==> config.mk <==
export PLATFORM = sky130hd
export DESIGN_NAME = dram_cmd_queue
export DESIGN_NICKNAME = d
export VERILOG_FILES = /design/src/rtl/dram_ctrl_pkg.sv /design/src/rtl/dram_req_fifo.sv /design/src/rtl/dram_cmd_queue.sv
export SDC_FILE = /design/constraint.sdc
export NUM_CORES = 1
export LEC_CHECK = 0
export CORE_MARGIN = 2
export CORE_UTILIZATION = 50
export DETAILED_ROUTE_END_ITERATION = 7
export GPL_TIMING_DRIVEN = 0
export PLACE_DENSITY = 0.7
export RECOVER_POWER = 50
export SETUP_SLACK_MARGIN = 0.4
export SLEW_MARGIN = 0
export SYNTH_ARGS = -nofsm -noshare
export SYNTH_HDL_FRONTEND = slang
export SYNTH_SLANG_ARGS = --single-unit
==> constraint.sdc <==
create_clock -name u_clk -period 5.1 [get_ports u_clk]
set_input_delay 0.765 -clock u_clk [delete_from_list [all_inputs] [get_ports u_clk]]
set_output_delay 0.765 -clock u_clk [all_outputs]
set_load 0.01 [all_outputs]
==> src/rtl/dram_ctrl_pkg.sv <==
// dram_ctrl_pkg: shared widths, command codes and FSM encoding for the DRAM request path
package dram_ctrl_pkg;
  function automatic int column_width(input int cols, input int dw);
    return $clog2(cols / dw);
  endfunction
  function automatic int row_width(input int rows);
    return $clog2(rows);
  endfunction
  function automatic int bank_id_width(input int banks);
    return $clog2(banks);
  endfunction
  function automatic int u_addr_width(input int banks, input int rows, input int cols, input int dw);
    return bank_id_width(banks) + row_width(rows) + column_width(cols, dw);
  endfunction
  localparam logic CMD_READ = 1'b0;
  localparam logic CMD_WRITE = 1'b1;
  typedef enum logic [1:0] {IDLE, ISSUE, WAIT_RD, WAIT_WR} state_e;
endpackage

==> src/rtl/dram_req_fifo.sv <==
// dram_req_fifo: synchronous FIFO with push/pop and occupancy count, flushed by reset
module dram_req_fifo #(
  parameter int WIDTH = 15,
  parameter int DEPTH = 4,
  parameter int CW = $clog2(DEPTH + 1)
) (
  input  logic             clk,
  input  logic             rst_n,
  input  logic             push,
  input  logic             pop,
  input  logic [WIDTH-1:0] wdata,
  output logic [WIDTH-1:0] rdata,
  output logic [CW-1:0]    count
);
  localparam int PW = $clog2(DEPTH);
  logic [WIDTH-1:0] mem_q [DEPTH];
  logic [PW-1:0] wr_q, wr_d, rd_q, rd_d;
  logic [CW-1:0] count_q, count_d;
  always_comb begin
    wr_d = push ? wr_q + PW'(1) : wr_q;
    rd_d = pop ? rd_q + PW'(1) : rd_q;
    count_d = count_q + CW'(push) - CW'(pop);
  end
  always_ff @(posedge clk) begin
    if (!rst_n) begin
      wr_q <= '0;
      rd_q <= '0;
      count_q <= '0;
    end else begin
      wr_q <= wr_d;
      rd_q <= rd_d;
      count_q <= count_d;
    end
  end
  always_ff @(posedge clk) begin
    if (push) mem_q[wr_q] <= wdata;
  end
  assign rdata = mem_q[rd_q];
  assign count = count_q;
endmodule

==> src/rtl/dram_cmd_queue.sv <==
// dram_cmd_queue: queues client requests and issues them one at a time to dram_controller
module dram_cmd_queue import dram_ctrl_pkg::*; #(
  parameter int NUMBER_OF_COLUMNS = 8,
  parameter int NUMBER_OF_ROWS = 128,
  parameter int NUMBER_OF_BANKS = 8,
  parameter int U_DATA_WIDTH = 2,
  parameter int DRAM_DATA_WIDTH = 2,
  parameter int QUEUE_DEPTH = 4,
  parameter int RD_TIMEOUT = 64,
  parameter int U_ADDR_WIDTH = u_addr_width(NUMBER_OF_BANKS, NUMBER_OF_ROWS, NUMBER_OF_COLUMNS, DRAM_DATA_WIDTH),
  parameter int QW = $clog2(QUEUE_DEPTH + 1)
) (
  input  logic                    u_clk,
  input  logic                    u_rst_n,
  input  logic                    req_valid,
  output logic                    req_ready,
  input  logic [U_ADDR_WIDTH-1:0] req_addr,
  input  logic [U_DATA_WIDTH-1:0] req_wdata,
  input  logic                    req_cmd,
  output logic                    rsp_valid,
  output logic [U_DATA_WIDTH-1:0] rsp_data,
  output logic                    rsp_err,
  output logic                    wr_done,
  output logic [QW-1:0]           q_count,
  output logic                    u_en,
  output logic [U_ADDR_WIDTH-1:0] u_addr,
  output logic [U_DATA_WIDTH-1:0] u_data_i,
  output logic                    u_cmd,
  input  logic [U_DATA_WIDTH-1:0] u_data_o,
  input  logic                    u_data_valid,
  input  logic                    u_cmd_ack,
  input  logic                    u_busy
);
  localparam int EW = 1 + U_ADDR_WIDTH + U_DATA_WIDTH;
  localparam int TW = $clog2(RD_TIMEOUT + 1);
  state_e state_q, state_d;
  logic [EW-1:0] head;
  logic push, pop, load, timeout, rd_done;
  logic en_q, en_d, cmd_q, cmd_d, rsp_valid_q, rsp_valid_d, rsp_err_q, rsp_err_d, wr_done_q, wr_done_d;
  logic [U_ADDR_WIDTH-1:0] addr_q, addr_d;
  logic [U_DATA_WIDTH-1:0] wdata_q, wdata_d, rsp_data_q, rsp_data_d;
  logic [TW-1:0] cnt_q, cnt_d;
  assign req_ready = u_rst_n && (q_count != QW'(QUEUE_DEPTH));
  assign push = req_valid && req_ready;
  assign pop = state_q == ISSUE && u_cmd_ack;
  assign timeout = cnt_q == TW'(RD_TIMEOUT - 1);
  dram_req_fifo #(.WIDTH(EW), .DEPTH(QUEUE_DEPTH), .CW(QW)) u_fifo (
    .clk(u_clk),
    .rst_n(u_rst_n),
    .push(push),
    .pop(pop),
    .wdata({req_cmd, req_addr, req_wdata}),
    .rdata(head),
    .count(q_count)
  );
  always_ff @(posedge u_clk) begin
    if (!u_rst_n) begin
      state_q <= IDLE;
      en_q <= 1'b0;
      cmd_q <= 1'b0;
      addr_q <= '0;
      wdata_q <= '0;
      rsp_valid_q <= 1'b0;
      rsp_data_q <= '0;
      rsp_err_q <= 1'b0;
      wr_done_q <= 1'b0;
      cnt_q <= '0;
    end else begin
      state_q <= state_d;
      en_q <= en_d;
      cmd_q <= cmd_d;
      addr_q <= addr_d;
      wdata_q <= wdata_d;
      rsp_valid_q <= rsp_valid_d;
      rsp_data_q <= rsp_data_d;
      rsp_err_q <= rsp_err_d;
      wr_done_q <= wr_done_d;
      cnt_q <= cnt_d;
    end
  end
  always_comb begin
    state_d = state_q;
    unique case (state_q)
      IDLE:    state_d = (q_count != '0 && !u_busy) ? ISSUE : IDLE;
      ISSUE:   state_d = !u_cmd_ack ? ISSUE : (head[EW-1] == CMD_READ ? WAIT_RD : WAIT_WR);
      WAIT_RD: state_d = (u_data_valid || timeout) ? IDLE : WAIT_RD;
      WAIT_WR: state_d = u_busy ? WAIT_WR : IDLE;
      default: state_d = IDLE;
    endcase
  end
  // Data beats in the same cycle as the timeout win; the counter parks at its limit.
  always_comb begin
    load = state_q == IDLE && state_d == ISSUE;
    rd_done = state_q == WAIT_RD && (u_data_valid || timeout);
    en_d = state_d == ISSUE;
    {cmd_d, addr_d, wdata_d} = load ? head : {cmd_q, addr_q, wdata_q};
    rsp_valid_d = rd_done;
    rsp_err_d = rd_done ? !u_data_valid : rsp_err_q;
    rsp_data_d = rd_done ? (u_data_valid ? u_data_o : '0) : rsp_data_q;
    wr_done_d = state_q == WAIT_WR && !u_busy;
    cnt_d = pop ? '0 : (state_q == WAIT_RD && !timeout) ? cnt_q + TW'(1) : cnt_q;
  end
  assign u_en = en_q;
  assign u_cmd = cmd_q;
  assign u_addr = addr_q;
  assign u_data_i = wdata_q;
  assign rsp_valid = rsp_valid_q;
  assign rsp_data = rsp_data_q;
  assign rsp_err = rsp_err_q;
  assign wr_done = wr_done_q;
endmodule

==> impl_metrics.env, run 1 <==
export IMPL_numPortBuffers=46
export IMPL_tightest_slew_ns=0.8450
export IMPL_clock_skew_final_ns=0.01337
export IMPL_yosys_most_used_dff="edfxtp_1"
export IMPL_drive_gt1_frac=0.1176
export IMPL_nets=349
export IMPL_yosys_warnings=0
export IMPL_start_util=0.5231
export IMPL_p_leak_nw=1.573
export IMPL_fmax_ghz=0.3575
export IMPL_vdd_ir_drop_max_v=0.0001695
export IMPL_clockPowerShare=0.253
export IMPL_crit_family="buffers and inverters"
export IMPL_start_kind="primary input"
export IMPL_drt_initial_drc_count=76
export IMPL_clockRootBuffer="clkbuf_8"
export IMPL_cts_hold_buf=0
export IMPL_die_w_um=91.58
export IMPL_power_frac_comb=0.197
export IMPL_cts_resized_gates=0
export IMPL_maxCapViolations=0
export IMPL_drtPass1Iterations=4
export IMPL_synthArstFlopShare=0
export IMPL_htreeDepth=3
export IMPL_worst_path_max_delay_cell="clkdlybuf4s50_1"
export IMPL_syn_to_final_growth_pct=19.58
export IMPL_dp_final_hpwl_um=4455
export IMPL_relSlewSlack=0.4367
export IMPL_grt_max_degree=18
export IMPL_placed_area_sq_um=4419
export IMPL_switching_share=0.2708
export IMPL_seq_area_frac_synth=0.6734
export IMPL_whs_ns=0.4520
export IMPL_via_per_inst=5.052
export IMPL_p_int_mw=1.285
export IMPL_power_mw=1.762
export IMPL_setup_tns_ns=0
export IMPL_stdcell_count=422
export IMPL_gp_congestion=0.7228
export IMPL_critPathRequiredTime_ns=4.34
export IMPL_vias=2132
export IMPL_track_usage=0.1646
export IMPL_synth_fp_nets=292
export IMPL_syn_inst=261
export IMPL_clockBufferDepth=2
export IMPL_status="finished, final reports clean"
export IMPL_power_switching_mw=0.4773
export IMPL_cts_inserted_buffers=9
export IMPL_path_cells="buf_2 -> clkbuf_1 -> o31a_1 -> clkdlybuf4s50_1"
export IMPL_drc_errors=0
export IMPL_wirelength_um=6400
export IMPL_final_util=0.6255
export IMPL_grt_antenna_before_repair=0
export IMPL_pin_count=48
export IMPL_grt_pass1_wl_um=10430
export IMPL_final_common_cell="edfxtp_1"
export IMPL_synth_seq_cells=99
export IMPL_clk_pin_slew_ns=0.09
export IMPL_stdcell_area_sq_um=4586
export IMPL_synth_edf_count=60
export IMPL_finalCritPeriodShare=0.5485
export IMPL_post_cts_buffers=0
export IMPL_fp_row_count=31
export IMPL_power_frac_seq=0.550
export IMPL_worst_path_buf_inv=3
export IMPL_rsz0062_at_grt="no"
export IMPL_worstPathMaxFanout=10
export IMPL_die_area_sq_um=8386
export IMPL_p_per_area_nw_per_um2=384.3
export IMPL_critPathArrivalTime_ns=2.03
export IMPL_crit_path_end_kind="output pin"
export IMPL_grt_pass1_vias=2071
export IMPL_antenna_cells=0
export IMPL_core_area_sq_um=7331
export IMPL_hold_violations=0
export IMPL_cts_tree="yes"
export IMPL_critPathMaxStageDelay_ns=0.54
export IMPL_path_class="in2out"
export IMPL_hp_class="reg2reg"
export IMPL_syn_area_sq_um=3835
export IMPL_ant_nets=0
export IMPL_synth_area_per_cell_sq_um=14.69
export IMPL_multiInputGateArea_sq_um=1154
export IMPL_num_fill_cells=575
export IMPL_worst_slack_ns=2.303
export IMPL_die_height_um=91.58
export IMPL_mostFrequentLayoutCells="edfxtp_1 (60), nand2_1 (42), dfxtp_1 (39), clkdlybuf4s50_1 (25), dlygate4sd3_1 (21)"
export IMPL_dp_cells=406
export IMPL_overflow=0
export IMPL_clk_latency_ns=0.35
export IMPL_wire_per_inst_um=15.17
export IMPL_setup_viol=0
export IMPL_clock_sinks=99
export IMPL_seqCellArea_sq_um=2582
export IMPL_fin_crit_ns=2.797
export IMPL_finalMaxSlewViolations=0
export IMPL_pre_cts_slack_ns=2.286
export IMPL_yosysUniqueCellTypes=40
-- power groups by stage --
stage | sequential, mW | combinational (mW) | clock, mW
2_1_floorplan | 0.995 | 0.201 | 0
3_3_place_gp | 0.985 | 0.356 | 0
3_5_place_dp | 0.987 | 0.363 | 0
4_1_cts | 0.969 | 0.364 | 0.461
5_1_grt | 0.978 | 0.387 | 0.491
6_report | 0.969 | 0.347 | 0.446
-- worst paths after layout --
check	to	slack, ns	startpoint	cells past startpoint
worst max-delay path	req_ready	2.30	u_rst_n	4
worst min-delay path	cnt_q[6]$_SDFFE_PP0P_	0.45	cnt_q[6]$_SDFFE_PP0P_	2
worst max register to register	u_fifo.count[2]$_SDFF_PN0_	2.95	state_q[0]$_SDFF_PN0_	10
worst min register to register	cnt_q[6]$_SDFFE_PP0P_	0.45	cnt_q[6]$_SDFFE_PP0P_	2
-- logic make-up after synthesis --
logic type	share of synthesized area
AOI/OAI and AO/OA	0.05710
xor gates and xnor gates	0.01827
adders and majority gates	0.02806
buffers and inverters	0.02578
DFF	0.6734
muxes	0.09070
and+or+nand+nor	0.1067
-- metal layers --
metal / GRT usage / up-vias / wire [um]
met3: 0.03320 / 6 / 222
met2: 0.2592 / 43 / 3067
li1: - / 1062 / -
met4: 0.06061 / 0 / 69
met1: 0.2279 / 1021 / 3041
met5: 0 / - / 0
-- synth_stat cells (all sizes together), types with 6 or more instances --
master | instances | area share
nand2 | 42 | 0.041
dfxtp | 39 | 0.20
inv | 10 | 0.0098
edfxtp | 60 | 0.47
mux4 | 15 | 0.088
nor2 | 6 | 0.0059
ha | 7 | 0.023
and2 | 11 | 0.018
a21boi | 15 | 0.029
nor2b | 6 | 0.0098
xnor2 | 6 | 0.014
buf | 7 | 0.013
-- layout make-up --
type | count | area share
plain buffers | 10 | 0.01146
repair buffers | 46 | 0.1004
clock buffers | 9 | 0.02701
multi-input cells | 142 | 0.2516
inverters | 10 | 0.008186
well taps | 99 | 0.02701
clock inverters | 7 | 0.01119
flip-flops and latches | 99 | 0.5632
-- registers in the layout, indices dropped and copies added, names as in the netlist, 2 cells and up, named ones only --
signal,count
u_addr,12
u_fifo.count,3
u_fifo.wr_q,2
u_data_i,2
rsp_data,2
cnt_q,7
u_fifo.mem_q,60
state_q,2
u_fifo.rd_q,2
-- worst reg2reg max path, stage by stage, from the launching register on --
cell and delay (ns):
dfxtp_1 0.48, nor2b_1 0.20, nand2_1 0.12, inv_1 0.13, ha_1 0.24, inv_1 0.05, ha_1 0.13, inv_1 0.05
fa_1 0.39, xnor2_1 0.14, and2_1 0.14
Note: power is estimated with default switching activity, not from simulation.
==> inputs of run 2 (changes only) <==
--- a/config.mk
+++ b/config.mk
@@ -6,10 +6,10 @@
 export NUM_CORES = 1
 export LEC_CHECK = 0
 export CORE_MARGIN = 2
-export CORE_UTILIZATION = 50
+export CORE_UTILIZATION = 49
 export DETAILED_ROUTE_END_ITERATION = 7
 export GPL_TIMING_DRIVEN = 0
-export PLACE_DENSITY = 0.7
+export PLACE_DENSITY = 0.72
 export RECOVER_POWER = 50
 export SETUP_SLACK_MARGIN = 0.4
 export SLEW_MARGIN = 0
==> constraint.sdc (replaced) <==
create_clock -name u_clk -period 2.4 [get_ports u_clk]
set_input_delay 0.36 -clock u_clk [delete_from_list [all_inputs] [get_ports u_clk]]
set_output_delay 0.36 -clock u_clk [all_outputs]
set_load 0.01 [all_outputs]
==> impl_metrics.env, run 2 (synthesis gave the netlist of run 1 again) <==
export IMPL_status="finished, final reports clean"
export IMPL_clockRootBuffer="clkbuf_8"
export IMPL_stdcell_count=426
export IMPL_hp_class="in2reg"
export IMPL_power_switching_mw=1.096
export IMPL_drt_initial_drc_count=67
export IMPL_drtPass1Iterations=4
export IMPL_die_area_sq_um=8550
export IMPL_crit_family="adder cells"
export IMPL_fin_crit_ns=2.099
export IMPL_clockPowerShare=0.275
export IMPL_drc_errors=0
export IMPL_vdd_ir_drop_max_v=0.0003984
export IMPL_via_per_inst=5.092
export IMPL_syn_to_final_growth_pct=20.98
export IMPL_power_frac_comb=0.192
export IMPL_wire_per_inst_um=15.31
export IMPL_pre_cts_slack_ns=0.06103
export IMPL_start_kind="flop"
export IMPL_htreeDepth=3
export IMPL_grt_max_degree=22
export IMPL_grt_pass1_wl_um=10780
export IMPL_final_util=0.6067
export IMPL_die_w_um=92.47
export IMPL_relSlewSlack=0.6587
export IMPL_grt_pass1_vias=2200
export IMPL_dp_cells=409
export IMPL_antenna_cells=0
export IMPL_clk_pin_slew_ns=0.11
export IMPL_clock_skew_final_ns=0.01461
export IMPL_critPathRequiredTime_ns=2.67
export IMPL_finalMaxSlewViolations=0
export IMPL_hold_violations=0
export IMPL_grt_antenna_before_repair=0
export IMPL_fmax_ghz=0.4764
export IMPL_path_class="reg2reg"
export IMPL_worst_path_max_delay_cell="dfxtp_1"
export IMPL_rsz0062_at_grt="yes"
export IMPL_clk_latency_ns=0.37
export IMPL_switching_share=0.2835
export IMPL_maxCapViolations=0
export IMPL_ant_nets=0
export IMPL_track_usage=0.1673
export IMPL_drive_gt1_frac=0.1451
export IMPL_dp_final_hpwl_um=4444
export IMPL_mostFrequentLayoutCells="edfxtp_1 (60), nand2_1 (42), dfxtp_1 (38), clkdlybuf4s50_1 (28), dlygate4sd3_1 (18)"
export IMPL_crit_path_end_kind="flop"
export IMPL_core_area_sq_um=7647
export IMPL_worst_path_buf_inv=3
export IMPL_pin_count=48
export IMPL_largest_reg_flops=60
export IMPL_finalCritPeriodShare=0.8745
export IMPL_worst_slack_ns=0.3011
export IMPL_overflow=0
export IMPL_whs_ns=0.3268
export IMPL_nets=350
export IMPL_final_common_cell="edfxtp_1"
export IMPL_p_int_mw=2.769
export IMPL_p_per_area_nw_per_um2=833.0
export IMPL_gp_congestion=0.7562
export IMPL_power_frac_seq=0.532
export IMPL_start_util=0.5015
export IMPL_worstPathMaxFanout=7
export IMPL_wirelength_um=6523
export IMPL_clock_sinks=99
export IMPL_setup_tns_ns=0
export IMPL_setup_viol=0
export IMPL_critPathArrivalTime_ns=2.37
export IMPL_numPortBuffers=46
export IMPL_path_cells="nor2b_1 -> nand2_1 -> inv_2 -> ha_1 -> inv_1 -> ha_1 -> inv_1 -> fa_1 -> xnor2_1 -> and2_1"
export IMPL_tightest_slew_ns=0.5066
export IMPL_p_leak_nw=1.586
export IMPL_cts_tree="yes"
export IMPL_critPathMaxStageDelay_ns=0.48
export IMPL_fp_row_count=32
export IMPL_vias=2169
export IMPL_die_height_um=92.47
export IMPL_largest_register="u_fifo.mem_q"
export IMPL_cts_inserted_buffers=9
export IMPL_clockBufferDepth=2
[run 2: power by group through the flow]
stage | registers [mW] | clock network (mW) | logic [mW]
floorplan | 2.11 | 0 | 0.427
global placement | 2.09 | 0 | 0.756
detailed placement | 2.10 | 0 | 0.770
CTS | 2.06 | 1.10 | 0.779
global route | 2.08 | 1.16 | 0.834
finish | 2.06 | 1.06 | 0.743
[run 2: cell type report]
type	count	area [sq um]
fillers	598	3008
flip-flops and latches	99	2584
multi-input cells	142	1159
repair buffers	47	467.9
well taps	102	127.6
clock buffers	9	123.9
clock inverters	7	86.33
plain buffers	10	53.80
inverters	10	37.54
[run 2: tightest hold or removal path, delay by kind of cell]
family	cells	cell delay, ns
compound gates	1	0.06
simple gates	1	0.08
buf+inv	1	0.16
[run 2: repair_timing]
| item | in CTS | in global routing |
|---|---|---|
| hold buffers | 0 | 0 |
| setup buffers | 1 | 0 |
| pin swaps | 1 | 0 |
| setup endpoints to repair | 2 | 47 |
| hold endpoints to repair | 0 | 0 |
| resized for setup | 5 | 6 |
[run 2: path summary, 6_finish.rpt]
check	start	to	slack [ns]	cells past startpoint
worst max-delay path	state_q[0]$_SDFF_PN0_	u_fifo.count[2]$_SDFF_PN0_	0.30	10
worst min-delay path	u_rst_n	u_fifo.wr_q[1]$_SDFFE_PN0P_	0.33	3
worst max register to register	state_q[0]$_SDFF_PN0_	u_fifo.count[2]$_SDFF_PN0_	0.30	10
worst min register to register	u_addr[2]$_SDFFE_PN0P_	u_addr[2]$_SDFFE_PN0P_	0.46	2
[run 2: per-layer routing]
| metal | wire length [um] | share of wire | track usage |
|---|---|---|---|
| met1 | 2896 | 0.44 | 0.2139 |
| met2 | 3267 | 0.50 | 0.2774 |
| met3 | 264 | 0.040 | 0.04475 |
| met4 | 95 | 0.015 | 0.05721 |
| met5 | 0 | 0 | 0 |
[run 2: per-stage QoR]
stage          cell area [sq um]  total power, mW
3_5_place_dp                4423            2.869
4_1_cts                     4647            3.941
5_1_grt                     4639            4.070
3_3_place_gp                4423            2.848
6_report                    4639            3.865
2_1_floorplan               3835            2.541
